### src/rtl/sram_port_arbiter.sv
// sram_port_arbiter: round-robin, burst-limited sharing of one SRAM port between two requesters,
// with registered issue and in-order read return routed back to the issuing requester.
module sram_port_arbiter #(
    parameter int MEM_AWIDTH = 16,
    parameter int RD_LAT     = 2,
    parameter int MAX_BURST  = 4
) (
    input  logic                  HCLK,
    input  logic                  HRESETN,
    input  logic                  req0,
    input  logic                  req1,
    input  logic                  we0,
    input  logic                  we1,
    input  logic [MEM_AWIDTH-1:0] addr0,
    input  logic [MEM_AWIDTH-1:0] addr1,
    input  logic [3:0]            byteen0,
    input  logic [3:0]            byteen1,
    input  logic [31:0]           wdata0,
    input  logic [31:0]           wdata1,
    output logic                  gnt0,
    output logic                  gnt1,
    output logic                  rvalid0,
    output logic                  rvalid1,
    output logic [31:0]           rdata,
    output logic                  busy,
    output logic                  mem_ren,
    output logic                  mem_wen,
    output logic [MEM_AWIDTH-1:0] mem_addr,
    output logic [3:0]            mem_byteen,
    output logic [31:0]           mem_wdata,
    input  logic [31:0]           mem_rdata
);
    typedef enum logic [1:0] {IDLE, OWN0, OWN1} state_t;
    localparam logic [3:0] MB = 4'(MAX_BURST);

    state_t                  state, state_nx;
    logic [3:0]              burst_cnt, burst_nx;
    logic                    last_owner, last_nx;
    logic                    gnt_any, gnt_id, own, rx, ry, keep;
    logic                    sel_we;
    logic [MEM_AWIDTH-1:0]   sel_addr;
    logic [3:0]              sel_be;
    logic [31:0]             sel_wd;
    logic [RD_LAT:0]         pv, pid;

    assign own  = state == OWN1;
    assign rx   = own ? req1 : req0;
    assign ry   = own ? req0 : req1;
    assign keep = rx && (!ry || burst_cnt < MB);

    always_comb begin
        state_nx = state;
        burst_nx = burst_cnt;
        last_nx  = last_owner;
        gnt_any  = 1'b0;
        gnt_id   = 1'b0;
        if (state == IDLE) begin
            gnt_any  = req0 | req1;
            gnt_id   = !(req0 && (!req1 || last_owner));
            state_nx = gnt_any ? (gnt_id ? OWN1 : OWN0) : IDLE;
            burst_nx = gnt_any ? 4'd1 : burst_cnt;
        end else if (keep) begin
            gnt_any  = 1'b1;
            gnt_id   = own;
            burst_nx = burst_cnt + 4'(burst_cnt != 4'hF);
        end else begin
            gnt_any  = ry;
            gnt_id   = !own;
            last_nx  = own;
            state_nx = ry ? (own ? OWN0 : OWN1) : IDLE;
            burst_nx = ry ? 4'd1 : burst_cnt;
        end
    end

    // Reset forces the combinational grants low so no command is accepted while held.
    assign gnt0     = HRESETN & gnt_any & !gnt_id;
    assign gnt1     = HRESETN & gnt_any & gnt_id;
    assign sel_we   = gnt_id ? we1 : we0;
    assign sel_addr = gnt_id ? addr1 : addr0;
    assign sel_be   = gnt_id ? byteen1 : byteen0;
    assign sel_wd   = gnt_id ? wdata1 : wdata0;
    assign busy     = (state != IDLE) | (|pv);

    always_ff @(posedge HCLK or negedge HRESETN) begin
        if (!HRESETN) begin
            state      <= IDLE;
            burst_cnt  <= '0;
            last_owner <= 1'b1;
            mem_ren    <= 1'b0;
            mem_wen    <= 1'b0;
            mem_addr   <= '0;
            mem_byteen <= '0;
            mem_wdata  <= '0;
            pv         <= '0;
            pid        <= '0;
            rdata      <= '0;
            rvalid0    <= 1'b0;
            rvalid1    <= 1'b0;
        end else begin
            state      <= state_nx;
            burst_cnt  <= burst_nx;
            last_owner <= last_nx;
            mem_ren    <= gnt_any & !sel_we;
            mem_wen    <= gnt_any & sel_we;
            if (gnt_any) begin
                mem_addr   <= sel_addr;
                mem_byteen <= sel_we ? sel_be : 4'hF;
                mem_wdata  <= sel_wd;
            end
            pv      <= {pv[RD_LAT-1:0], gnt_any & !sel_we};
            pid     <= {pid[RD_LAT-1:0], gnt_id};
            if (pv[RD_LAT]) rdata <= mem_rdata;
            rvalid0 <= pv[RD_LAT] & !pid[RD_LAT];
            rvalid1 <= pv[RD_LAT] & pid[RD_LAT];
        end
    end
endmodule

### config.mk
export PLATFORM = sky130hd
export DESIGN_NAME = sram_port_arbiter
export DESIGN_NICKNAME = d
export VERILOG_FILES = /design/src/rtl/sram_port_arbiter.sv
export SDC_FILE = /design/constraint.sdc
export NUM_CORES = 1
export LEC_CHECK = 0
export CORE_MARGIN = 3
export CORE_UTILIZATION = 40
export DETAILED_ROUTE_END_ITERATION = 10
export GPL_TIMING_DRIVEN = 1
export PLACE_DENSITY = 0.8
export SKIP_CTS_REPAIR_TIMING = 1
export SLEW_MARGIN = 30
export SYNTH_ARGS = -nofsm -noshare
export SYNTH_HDL_FRONTEND = slang
export SYNTH_SLANG_ARGS = --single-unit
export TNS_END_PERCENT = 5
### constraint.sdc
create_clock -name HCLK -period 2.35 [get_ports HCLK]
set_input_delay 0.47 -clock HCLK [delete_from_list [all_inputs] [get_ports HCLK]]
set_output_delay 0.47 -clock HCLK [all_outputs]
set_load 0.1 [all_outputs]
==> flow_summary.yaml <==
finish:
  syn_to_final_growth_pct: 57.5
  final_cell_mix: "clkdlybuf4s50_1, buf_4, dfrtp_1, nor2_1"
  fillers: 872
  final_nets: 806
  num_antenna_cells: 0
  layout-drive-gt1-share_pct: 25.8
  final_common_cell: "clkdlybuf4s50_1"
global_route:
  grt_antenna_before_repair: 0
  grt.total_usage_pct: 21.3
  grt_pass1_wl_um: 21600
  grt_max_degree: 101
  grt_pass1_vias: 4314
  overflow: 0
clock_tree:
  numCtsBuffers: 9
  htree_levels: 3
  path_clk_slew_ps: 90
  clock_path_buffers: 2
  cts_root_buffer: "clkbuf_8"
  cts_tree: "done"
  cts_sinks: 100
  clock_latency_ps: 350
placed_design:
  dp_hpwl_um: 9840
  routabilityCongestion: 0.910
  portBuffers: 232
synth:
  synthCells: 441
  synth_seq_cells: 100
  synth_area_leaders: "dfrtp_1, mux2_2, a31oi_1"
  synth_edf_count: 0
  yosysUniqueCellTypes: 38
  syn_area_um2: 4490
  yosysTopAreaCell: "dfrtp_1"
  ys_warn_count: 0
  synth_top_area_share_pct: 55.2
  avgSynthCellArea_um2: 10.2
  synth_flop_cell: "dfrtp_1"
  synth_fp_nets: 585
  synth-seq-area-share_pct: 55.7
  synthArstFlopShare_pct: 100
worst_setup_path:
  critPathSlowestCell: "clkdlybuf4s50_1"
  worst-setup-path-type: "in2out"
  rr_startpoint: "burst_cnt[3]$_DFFE_PN0P_"
  end_kind: "output port"
  ff2ff_setup_slack_ps: 400
  startpoint_type: "input pin"
  critical_path.max_stage_delay_ps: 520
  critPathRequiredTime_ps: 1880
  worstReg2RegEnd: "mem_wdata[19]$_DFFE_PN0P_"
  crit_fanout: 4
  path_cells: "clkdlybuf4s50_1 > buf_4 > inv_1 > a2bb2oi_4 > nand2_2 > nor2_4 > buf_12"
  crit_arrival_ps: 1790
  rr_worst_depth: 5
floorplanning:
  die_x_um: 112
  die-area_um2: 12500
  rows: 38
  core_region_area_um2: 10900
  initial_utilization_pct: 41.3
  die_h_um: 112
  io_pins: 233
sta:
  hold_viol: 0
  setup_tns_ps: 0
  fmax_mhz: 442
  fin_crit_sh_pct: 96.2
  finalCriticalPeriod_ps: 2260
  relSlewSlack_pct: 60.9
  clock_skew_ps: 5.51
  finalSetupViolations: 0
  drv_slew: 0
  grt_setup_unrepaired: "false"
  worstMarginPinSlew_ps: 586
routing:
  drtAntennaViolNets: 0
  wl_per_cell_um: 16.6
  drt_wl_total_um: 13400
  dr.pass1.iters: 4
  drc: 0
  via_per_inst: 5.25
  drt-initial-drc-count: 183
  num_vias: 4238
power:
  ir_worst_vdd_v: 0.00103
  p_per_area_nw_per_um2: 1450
  power_mw: 10.3
  p_leak_nw: 3.01
flow_run:
  maxCapViolations: 0
min_path:
  hold_class: "in2async"
run_status:
  status: "finished clean"
[routing by layer]
metal | vias to the layer above | wire, um | global-route usage, %
li1 | 2031 | - | -
met1 | 1986 | 5550 | 26.5
met2 | 197 | 6470 | 36.0
met3 | 24 | 1120 | 5.82
met4 | 0 | 297 | 7.37
met5 | - | 0 | 0
[sequential cells by signal, indices dropped and copies added (netlist names)]
register	count
mem_wdata	32
rdata	32
mem_addr	16
burst_cnt	4
mem_byteen	4
pid	3
pv	3
state	2
last_owner	1
mem_wen	1
rvalid0	1
rvalid1	1
[through the flow]
| stage | setup slack (ps) | area [um2] | util, % | hold WS [ps] | instances |
|---|---|---|---|---|---|
| final | 89.2 | 7070 | 65.0 | 193 | 807 |
| after CTS | -92.9 | 7070 | 64.9 | 221 | 807 |
| after global routing | 15.4 | 7070 | 65.0 | 233 | 807 |
| after global placement | 49.8 | 6840 | 62.8 | 335 | 791 |
| after detailed placement | -15.2 | 6840 | 62.8 | 338 | 791 |
| after floorplan | 19.9 | 4510 | - | 174 | 441 |
[synth_stat cells, types with 4 or more instances]
library cell / count
a31oi_1: 48
nor3_1: 5
buf_2: 26
mux2_2: 32
o21ai_1: 46
nor2_1: 60
nor4_1: 4
a211oi_1: 5
nand3_1: 48
dfrtp_1: 99
clkbuf_1: 12
nand2_1: 12
o21ai_0: 7
inv_1: 4
[where the power goes]
group	total (mW)	internal, mW	switching, mW
Combinational	6.42	1.56	4.86
Sequential	2.61	2.28	0.333
Clock	1.24	0.636	0.602
[layout make-up]
cell class	count	area [um2]	area share, %
flip-flops and latches	100	2500	35.4
repair buffers	250	2310	32.7
clock buffers	10	138	1.95
well taps	140	175	2.48
inverters	5	18.8	0.265
clock inverters	6	92.6	1.31
multi-input cells	296	1830	25.9
[worst max-delay path by stage]
stage                             start  endpoint  slack (ps)  depth (start not counted)
6_report                           req1      gnt1          90                          7
5_1_grt        burst_cnt[3]$_DFFE_PN0P_      gnt0          20                          6
4_1_cts        burst_cnt[3]$_DFFE_PN0P_      gnt0         -90                          6
3_5_place_dp                       req1      gnt0         -20                          7
3_3_place_gp                       req1      gnt0          50                          7
2_1_floorplan                      req0      gnt0          20                          7
[critical path: cells and delay by family]
| family | cells | cell delay (ps) |
|---|---|---|
| AO/OA/AOI/OAI | 1 | 140 |
| buffers and inverters | 4 | 940 |
| AND/OR/NAND/NOR | 2 | 240 |
[kinds of logic (layout without fill, tap and decap cells)]
kind of cell               Yosys count  in the layout  synth area share [%]
adders and majority gates            2              2                 0.557
muxes                               33             33                  8.25
buffers and inverters               45            271                  4.48
xor gates and xnor gates             2              2                 0.390
AOI/OAI and AO/OA                  119            119                  16.5
DFF                                100            100                  55.7
and+or+nand+nor                    140            140                  14.0
Note: power is estimated with default switching activity, not from simulation.
